**config.mk**
```make
export PLATFORM = sky130hd
export DESIGN_NAME = gray_binario_serial_flat
export DESIGN_NICKNAME = d
export VERILOG_FILES = /design/src/rtl/gray_binario_serial_if.sv /design/src/rtl/gray_binario_serial.sv /design/src/flat_wrapper.sv
export SDC_FILE = /design/constraint.sdc
export NUM_CORES = 1
export LEC_CHECK = 0
export CELL_PAD_IN_SITES_DETAIL_PLACEMENT = 0
export CELL_PAD_IN_SITES_GLOBAL_PLACEMENT = 1
export CORE_ASPECT_RATIO = 1.4
export CORE_MARGIN = 5
export CORE_UTILIZATION = 36
export DETAILED_ROUTE_END_ITERATION = 12
export HOLD_SLACK_MARGIN = 0.1
export PLACE_DENSITY = 0.76
export SLEW_MARGIN = 20
export SYNTH_ARGS = -nofsm -noshare
export SYNTH_HDL_FRONTEND = slang
export SYNTH_SLANG_ARGS = --single-unit
```
**constraint.sdc**
```tcl
create_clock -name clk -period 1.7 [get_ports clk]
set_input_delay 0.255 -clock clk [delete_from_list [all_inputs] [get_ports clk]]
set_output_delay 0.255 -clock clk [all_outputs]
set_load 0.03 [all_outputs]
```
**src/rtl/gray_binario_serial_if.sv**
```systemverilog
// Handshake bundle for the serial Gray-to-binary decoder: code input, result output, status.
// With GRAY_STEP_CHECK_EN defined the bundle also carries the step_err flag.
interface gray_binario_serial_if #(
    parameter int WIDTH = 8
);
    logic             in_valid;
    logic             in_ready;
    logic [WIDTH-1:0] gray;
    logic             out_valid;
    logic             out_ready;
    logic [WIDTH-1:0] binario;
    logic             busy;
`ifdef GRAY_STEP_CHECK_EN
    logic             step_err;

    modport master (
        output in_valid, gray, out_ready,
        input  in_ready, out_valid, binario, busy, step_err
    );

    modport slave (
        input  in_valid, gray, out_ready,
        output in_ready, out_valid, binario, busy, step_err
    );
`else
    modport master (
        output in_valid, gray, out_ready,
        input  in_ready, out_valid, binario, busy
    );

    modport slave (
        input  in_valid, gray, out_ready,
        output in_ready, out_valid, binario, busy
    );
`endif
endinterface

```
**src/rtl/gray_binario_serial.sv**
```systemverilog
// Serial Gray-to-binary decoder: one bit per clock, MSB first, valid/ready on both sides.
// Optional macro GRAY_STEP_CHECK_EN adds step_err, flagging accepted codes that are not a unit Gray step.
module gray_binario_serial #(
    parameter int WIDTH = 8
) (
    input  logic                    clk,
    input  logic                    rst,
    gray_binario_serial_if.slave    bus
);

    localparam int IW = (WIDTH > 1) ? $clog2(WIDTH) : 1;

    typedef enum logic [1:0] {
        IDLE = 2'd0,
        CONV = 2'd1,
        DONE = 2'd2
    } state_t;

    state_t           state_q, state_d;
    logic [WIDTH-1:0] g_q, g_d;
    logic [WIDTH-1:0] bin_q, bin_d;
    logic [WIDTH-1:0] bin_step;
    logic [IW-1:0]    idx_q, idx_d;
    logic             accept;

    assign bus.in_ready  = (state_q == IDLE) & ~rst;
    assign bus.out_valid = (state_q == DONE);
    assign bus.busy      = (state_q == CONV);
    assign bus.binario   = bin_q;
    assign accept        = bus.in_valid & bus.in_ready;

    // Only the bit selected by idx_q is resolved this cycle; it uses the bit above,
    // which was resolved on the previous edge (the MSB has an implicit zero above it).
    generate
        for (genvar gi = 0; gi < WIDTH; gi++) begin : g_bit
            localparam logic [IW-1:0] BIT_IDX = IW'(gi);
            logic upper;
            if (gi == WIDTH - 1) begin : g_msb
                assign upper = 1'b0;
            end else begin : g_lower
                assign upper = bin_q[gi+1];
            end
            assign bin_step[gi] = (idx_q == BIT_IDX) ? (upper ^ g_q[gi]) : bin_q[gi];
        end
    endgenerate

    always_comb begin
        state_d = state_q;
        g_d     = g_q;
        bin_d   = bin_q;
        idx_d   = idx_q;
        case (state_q)
            IDLE: begin
                if (accept) begin
                    g_d     = bus.gray;
                    idx_d   = IW'(WIDTH - 1);
                    state_d = CONV;
                end
            end
            CONV: begin
                bin_d = bin_step;
                if (idx_q == '0) begin
                    state_d = DONE;
                end else begin
                    idx_d = idx_q - IW'(1);
                end
            end
            DONE: begin
                if (bus.out_ready) begin
                    state_d = IDLE;
                end
            end
            default: begin
                state_d = IDLE;
            end
        endcase
    end

    always_ff @(posedge clk) begin
        if (rst) begin
            state_q <= IDLE;
            g_q     <= '0;
            bin_q   <= '0;
            idx_q   <= '0;
        end else begin
            state_q <= state_d;
            g_q     <= g_d;
            bin_q   <= bin_d;
            idx_q   <= idx_d;
        end
    end

`ifdef GRAY_STEP_CHECK_EN
    logic             step_err_q, step_err_d;
    logic [WIDTH-1:0] prev_gray_q, prev_gray_d;
    logic             have_prev_q, have_prev_d;

    // A legal Gray sequence changes exactly one bit; a repeated code is also an error.
    always_comb begin
        step_err_d  = step_err_q;
        prev_gray_d = prev_gray_q;
        have_prev_d = have_prev_q;
        if (accept) begin
            step_err_d  = have_prev_q & ($countones(bus.gray ^ prev_gray_q) != 1);
            prev_gray_d = bus.gray;
            have_prev_d = 1'b1;
        end
    end

    always_ff @(posedge clk) begin
        if (rst) begin
            step_err_q  <= 1'b0;
            prev_gray_q <= '0;
            have_prev_q <= 1'b0;
        end else begin
            step_err_q  <= step_err_d;
            prev_gray_q <= prev_gray_d;
            have_prev_q <= have_prev_d;
        end
    end

    assign bus.step_err = step_err_q;
`endif

endmodule

```
**src/flat_wrapper.sv**
```systemverilog
// flat-port wrapper written by rule: the top's interface ports become plain ports
module gray_binario_serial_flat 
#(
    parameter int WIDTH = 8
)
  (clk, rst, bus_in_valid, bus_gray, bus_out_ready, bus_in_ready, bus_out_valid, bus_binario, bus_busy);
  gray_binario_serial_if #(.WIDTH(WIDTH)) bus_i ();
  input  logic clk;
  input  logic rst;
  input wire logic [$bits(bus_i.in_valid)-1:0] bus_in_valid;
  input wire logic [$bits(bus_i.gray)-1:0] bus_gray;
  input wire logic [$bits(bus_i.out_ready)-1:0] bus_out_ready;
  output wire logic [$bits(bus_i.in_ready)-1:0] bus_in_ready;
  output wire logic [$bits(bus_i.out_valid)-1:0] bus_out_valid;
  output wire logic [$bits(bus_i.binario)-1:0] bus_binario;
  output wire logic [$bits(bus_i.busy)-1:0] bus_busy;
  assign bus_i.in_valid = bus_in_valid;
  assign bus_i.gray = bus_gray;
  assign bus_i.out_ready = bus_out_ready;
  assign bus_in_ready = bus_i.in_ready;
  assign bus_out_valid = bus_i.out_valid;
  assign bus_binario = bus_i.binario;
  assign bus_busy = bus_i.busy;
  gray_binario_serial #(.WIDTH(WIDTH)) u_core (.clk(clk), .rst(rst), .bus(bus_i));
endmodule
```
[Yosys cells after proc, flatten, opt, wreduce, memory -nomap -nowiden]
Index checks and enable logic that the tools add are counted.
Word-level totals
  register bits after elaboration: 21
  logic and storage cells: 56
Cells by class
  $add $sub $neg: 1
  eq/ne operators: 13
  multiplexer cells: 7
  bitwise operators: 10
  reductions and logical operators: 14
Operators with widths (count)
  AND reduction 2 bit: 9
  == test 3 bit, second input constant: 4
  XOR 1 bit: 7
  == test 3 x 2 -> 1 bit, second input constant: 2
  2-to-1 mux 2 bit: 3
  2-to-1 mux 3 bit: 2
  case mux 2 bit (3 select lines): 1
  case mux 3 bit (2 select lines): 1
  AND reduction 3 bit: 2
  inequality test 2 x 1 -> 1 bit, second input constant: 2
  inequality test 2 bit, second input constant: 2
  == test 3 x 1 -> 1 bit, second input constant: 1
  zero test 3 bit: 1
  subtractor 3 x 1 -> 3 bit, second input constant: 1
  AND 1 bit: 2
  == test 2 x 1 -> 1 bit, second input constant: 1
  == test 2 bit, second input constant: 1
  zero test 2 bit: 1
  nonzero test 2 bit: 1
  inverter 1 bit: 1

[Depth between registers and ports, before layout]
Gate-level depths: netlist of the first run.
  depth after elaboration: 5
  depth in mapped cells: 5

[Worst setup path before layout of the first run]
OpenSTA, ideal clock, no wires.
  kind: register -> register
  from: register u_core.idx_q[0]
  to: register u_core.idx_q[2]
  setup time: 0.074 ns
  arrival: 1.340 ns
  required time: 1.626 ns
  path slack: 0.286 ns
  stages on the path, launching flop included: 5
  clock period less this slack: 1.414 ns
  path through: dfxtp_1 -> inv_1 -> ha_1 -> or4_1 -> a31oi_1
On the way
  cells in the longest elaborated chain, start to end: 3
  elaborated cells on any way between the ends: 6
RTL lines
  start: declaration: line gray_binario_serial.sv:23  | logic [IW-1:0] idx_q, idx_d;
  start signal: assignment: line gray_binario_serial.sv:89  | idx_q <= idx_d;
  subtractor 3 x 1 -> 3 bit or zero test 3 bit (tied branches): line gray_binario_serial.sv:65, gray_binario_serial.sv:62
  2-to-1 mux 3 bit or inequality test 2 bit (tied branches)
  case mux 3 bit (2 select lines) or AND reduction 3 bit (tied branches)
Several ways; a longest one is shown, not always the timed one. The select of a mux whose other input is x is not followed.
A chain may end at the register's enable or synchronous reset.

[Worst setup path in the final report of the first run]
  from: register u_core.bin_q[1], in the netlist u_core.bus.binario[1]
  to: output port bus_binario[1]
RTL lines
  start: declaration: line gray_binario_serial.sv:21  | logic [WIDTH-1:0] bin_q, bin_d;
  start signal: assignment: line gray_binario_serial.sv:88  | bin_q <= bin_d;
  end: declaration: line flat_wrapper.sv:15  | output wire logic [$bits(bus_i.binario)-1:0] bus_binario;
No word-level cell between the ends.

==> reports/results.ini, run 1 <==
[status]
status=complete, no violations

[yosys]
synth_area_per_cell_um2=9.744
yosysWarnings=0
synth_ff_type=dfxtp_1
synthDistinctLibCells=26
synth_area_leader_cell=dfxtp_1
synth_edf_count=0
yosysTopAreaCellShare=0.4358
synth_common_cells=dfxtp_1, nor2_1, mux2i_1
synth_cells=99
yosysMostFrequentCell=dfxtp_1
ys_ff_latch=21
yosysSeqAreaShare=0.4358
ys_async_sr_fraction=0
syn_nets=116
yosys-top-cells-area=dfxtp_1, mux2i_1, ha_1
synth_area_um2=964.7

[placed_design]
portBuffers=22
gp_congestion=0.7585
place_hpwl_mm=1.647
dp.cells=157

[routing]
routed_via_density=5.025
ant_nets=0
drt_iter0_drc=24
wire_per_inst_um=13.42
drt_first_pass_iters=3
drc=0
vias=809
drt_wl_total_mm=2.161

[timing]
max_slew_margin=0.7226
fmax_mhz=610.6
report.final.hold_viol_count=0
final_max_slew_viol_count=0
hold_ws_ns=0.4895
rsz0062_at_grt=false
tightest_slew_ns=0.4155
clock_skew_ns=0.0005821
timing.final.crit_period_ns=1.638
final-setup-viol-count=0
post-route-period-util=0.9634
final.setup.tns_ns=0

[clock_tree]
clk_latency_ns=0.30
root_buffer=clkbuf_4
numCtsBuffers=3
clkSlewWorstSetupHoldPaths_ns=0.12
cts_buffer_depth=2
htree_levels=1
post-cts-setup-buffers=0
cts_tree=done
cts.sinks=21

[critical_path]
critPathRequiredTime_ns=1.44
critical_path_class=reg2out
worst_setup_path_end_kind=output port
critPathMaxFanout=3
slowest_delay_ns=0.69
cp_slowest_cell=clkdlybuf4s50_1
worstPathArrival_ns=1.38
critPathLaunchType=register
cp_cell_sequence=clkdlybuf4s50_1
critical-path-top-delay-family=buffers and inverters
cp.buffers_inverters=1

[final_layout]
antennaDiodeCount=0
layout-drive-gt1-share=0.1040
syn2layout_area_growth_pct=32.04
final_cells=161
nNetsFinal=143

[die]
io_pins=23
core-area_um2=2587
dieArea_um2=3830
dieWidth_um=53.75
start_util=0.3728
num_rows=22
die_h_um=71.25

[hold_path]
hp-class=reg2reg

[grt]
grt-ovfl-total=0
grt_pass1_vias=836
grt_max_degree=18
antenna_found_initial=0
grt_util_all_layers=0.1254
grt_pass1_wl_mm=3.657

[pwr]
p_leak_uw=0.0005383
peakVddDrop_mv=0.4498
cellPowerDensity_nw_per_um2=892.0
fin_total_pwr_uw=1136

[run]
maxCapViolCount=0

-- per-stage QoR --
| stage | worst slack (ns) | utilization | area [um^2] |
|---|---|---|---|
| CTS | 0.007974 | 0.4884 | 1264 |
| detailed placement | 0.1502 | 0.4782 | 1237 |
| floorplan | 0.2861 | - | 964.7 |
| finish | 0.06218 | 0.4923 | 1274 |
| global route | 0.009885 | 0.4923 | 1274 |
| global placement | 0.1608 | 0.4782 | 1237 |
-- worst paths after layout --
path              slack, ns                    end             startpoint  depth (start not counted)
setup / recovery       0.06         bus_binario[1]  u_core.bus.binario[1]                          1
setup reg to reg       0.13        u_core.idx_q[1]        u_core.idx_q[0]                          5
hold / removal         0.49  u_core.bus.binario[7]          u_core.g_q[7]                          2
hold reg to reg        0.49  u_core.bus.binario[7]          u_core.g_q[7]                          2
-- flip-flops by register name (all words and copies together), names as in the netlist --
register and count:
u_core.bus.binario 8, u_core.g_q 8, u_core.idx_q 3, u_core.state_q 2
-- timing repair --
action,CTS,global route
cloned,0,0
endpoints found under the setup margin,1,4
hold buffers,0,0
pin swaps,0,0
gates resized for setup,1,4
-- metal layers --
metal | vias up | routed length [um] | global-route usage
li1 | 407 | - | -
met1 | 384 | 958 | 0.1482
met2 | 16 | 1090 | 0.2129
met3 | 2 | 90 | 0.02495
met4 | 0 | 21 | 0.05114
met5 | - | 0 | 0
-- where the power goes --
group / switching, uW / total [uW] / internal, uW / leakage, uW
Sequential: 42.6 / 576 / 533 / 0.000172
Combinational: 173 / 317 / 144 / 0.000349
Clock: 155 / 243 / 87.6 / 0.0000177
Total: 371 / 1140 / 765 / 0.000538
-- kinds of logic (layout without fill, tap and decap cells) --
kind of cell | after synthesis | in the layout | synth area share
AO/OA/AOI/OAI | 24 | 24 | 0.1647
XOR/XNOR | 7 | 7 | 0.06356
adder cells (fa/ha/maj) | 5 | 5 | 0.06485
buffers and inverters | 8 | 34 | 0.03372
flip-flops | 21 | 21 | 0.4358
multiplexers | 8 | 8 | 0.08301
AND/OR/NAND/NOR | 26 | 26 | 0.1544
-- area by class of cell --
| class | instances | area (um^2) |
|---|---|---|
| Sequential cell | 21 | 420.4 |
| Multi-Input combinational cell | 70 | 511.7 |
| Fill cell | 277 | 1314 |
| Clock inverter | 1 | 5.005 |
| Timing Repair Buffer | 26 | 254.0 |
| Tap cell | 36 | 45.04 |
| Clock buffer | 3 | 22.52 |
| Inverter | 4 | 15.01 |
-- layout by cell type (no fill, tap or decap) --
cell type         n
nor3b_4           1
xnor2_1           7
and2_1            1
nand3_1           1
dlymetal6s2s_1    4
clkinv_2          1
nand2_1           2
a311oi_1          7
clkbuf_4          3
nor2_1           10
a21oi_1           7
dfxtp_1          21
o21ai_0           3
ha_1              5
nand2b_2          1
inv_1             3
nand2b_1          1
inv_2             1
clkdlybuf4s50_1  15
or4_1             2
dlygate4sd2_1     1
o211ai_1          1
nor2b_1           2
a211o_1           1
nand4_1           1
buf_4             6
nor3_1            2
a31oi_1           5
nor3b_1           2
mux2i_1           8
-- worst min-delay path, cell delays in order (launching register included) --
cell and delay [ns]:
dfxtp_1 0.34, nand4_1 0.07, a21oi_1 0.05
Note: power is estimated with default switching activity, not from simulation.
==> run 2: changes to the inputs <==
--- a/config.mk
+++ b/config.mk
@@ -12,7 +12,7 @@
 export CORE_UTILIZATION = 36
 export DETAILED_ROUTE_END_ITERATION = 12
 export HOLD_SLACK_MARGIN = 0.1
-export PLACE_DENSITY = 0.76
+export PLACE_DENSITY = 0.87
 export SLEW_MARGIN = 20
 export SYNTH_ARGS = -nofsm -noshare
 export SYNTH_HDL_FRONTEND = slang
==> run 2 against run 1 <==
- count of clock-buffer cells in the layout stayed put
- flip-flop and latch count stayed put
- combinational power is 5% higher
- utilization is 0.97 points higher
- worst hold slack worse by 0.0046 ns
- wire length is 2.1% higher
- sequential share of layout area is 0.64 points lower
- global-route usage is 0.25 points higher
- final area is 2.0% higher
- setup slack worse by 0.013 ns
- cell count is 2.5% higher
- highest routed layer unchanged
==> reports/results.ini, run 2 (synthesis results as in run 1) <==
[status]
status=complete, no violations

[placed_design]
place_hpwl_mm=1.732
placed_area_um2=1270
gp_congestion=0.7673
portBuffers=22
dp.cells=161

[grt]
grtUsageMet1=0.1523
grt_pass1_wl_mm=3.629
grt_util_met2=0.2116
grt_pass1_vias=836
met3_usage=0.02495
busiest_layer=met2
grt-ovfl-total=0
grt_util_all_layers=0.1279
antenna_found_initial=0
grt_max_degree=13

[final_layout]
final_cells=165
layout_common_cells=dfxtp_1, clkdlybuf4s50_1, nor2_1
layout-drive-gt1-share=0.1318
design_area_um2=1299
layout_commonest_cell=dfxtp_1
antennaDiodeCount=0
syn2layout_area_growth_pct=34.63
nNetsFinal=147

[routing]
wire_per_inst_um=13.38
vias=824
drt_iter0_drc=13
routed_via_density=4.994
drt_first_pass_iters=4
ant_nets=0
drt_wl_total_mm=2.207
drc=0

[pwr]
p_leak_uw=0.0005386
peakVddDrop_mv=0.6530
cellPowerDensity_nw_per_um2=889.5
fin_total_pwr_uw=1155

[clock_tree]
cts-hold-fix-buffers=0
cts_buffer_depth=2
cts_tree=done
htree_levels=1
clk_latency_ns=0.31
clkSlewWorstSetupHoldPaths_ns=0.11
root_buffer=clkbuf_4
cts.sinks=21
numCtsBuffers=3

[die]
start_util=0.3728
core-area_um2=2587
die_h_um=71.25
dieWidth_um=53.75
io_pins=23
dieArea_um2=3830
num_rows=22

[hold_path]
hp-class=reg2reg

[timing]
final.setup.tns_ns=0
timing.final.crit_period_ns=1.650
clock_skew_ns=0.005237
fmax_mhz=605.9
post-route-period-util=0.9709
rsz0062_at_grt=false
report.final.hold_viol_count=0
max_slew_margin=0.6971
final_max_slew_viol_count=0
final-setup-viol-count=0
tightest_slew_ns=0.4537

[critical_path]
cp.buffers_inverters=1
critPathLaunchType=register
cp_slowest_cell=clkdlybuf4s50_1
worst_setup_path_end_kind=output port
worstPathArrival_ns=1.40
critPathMaxFanout=3
cp_cell_sequence=clkdlybuf4s50_1
critPathRequiredTime_ns=1.44
slowest_delay_ns=0.69
critical_path_class=reg2out
critical-path-top-delay-family=buffers and inverters

[run]
maxCapViolCount=0

## run 2: metrics by stage
step                hold WS, ns  setup slack [ns]  utilization
floorplan                0.3271            0.2861            -
global placement         0.4669            0.1202       0.4908
detailed placement       0.4703           0.09254       0.4908
CTS                      0.4869           0.02925       0.5005
global route             0.5191         0.0007704       0.5019
finish                   0.4849           0.04951       0.5019
## run 2: worst min-delay path, cell delays in order (launching register included)
cell	delay [ns]
dfxtp_1	0.33
nand4_1	0.07
a21oi_1	0.05
## run 2: layout make-up
| class | count | area, um^2 |
|---|---|---|
| clock inverters | 1 | 5.005 |
| clock buffers | 3 | 22.52 |
| well taps | 36 | 45.04 |
| inverters | 4 | 15.01 |
| flip-flops and latches | 21 | 420.4 |
| multi-input cells | 70 | 511.7 |
| repair buffers | 30 | 279.0 |
| fillers | 275 | 1289 |
## run 2: what timing repair did
action	CTS	global route
endpoints found under the setup margin	2	4
cloned	0	0
resized for setup	2	5
setup buffers	0	0
## run 2: worst paths after layout
kind / from / end / slack (ns) / cells past startpoint
setup / recovery: u_core.bus.binario[6] / bus_binario[6] / 0.05 / 1
hold / removal: u_core.g_q[7] / u_core.bus.binario[7] / 0.48 / 2
setup reg to reg: u_core.idx_q[0] / u_core.idx_q[1] / 0.16 / 5
hold reg to reg: u_core.g_q[7] / u_core.bus.binario[7] / 0.48 / 2
## run 2: report_power, final
part,leakage (uW),switching (uW),internal (uW),total [uW]
logic,0.000349,177,158,334
clock network,0.0000177,154,87.9,242
registers,0.000172,45.8,533,579
## run 2: metal layers
layer	share of wire	routed length [um]
met1	0.43	945
met3	0.046	102
met4	0.011	24
met2	0.51	1135
met5	0	0
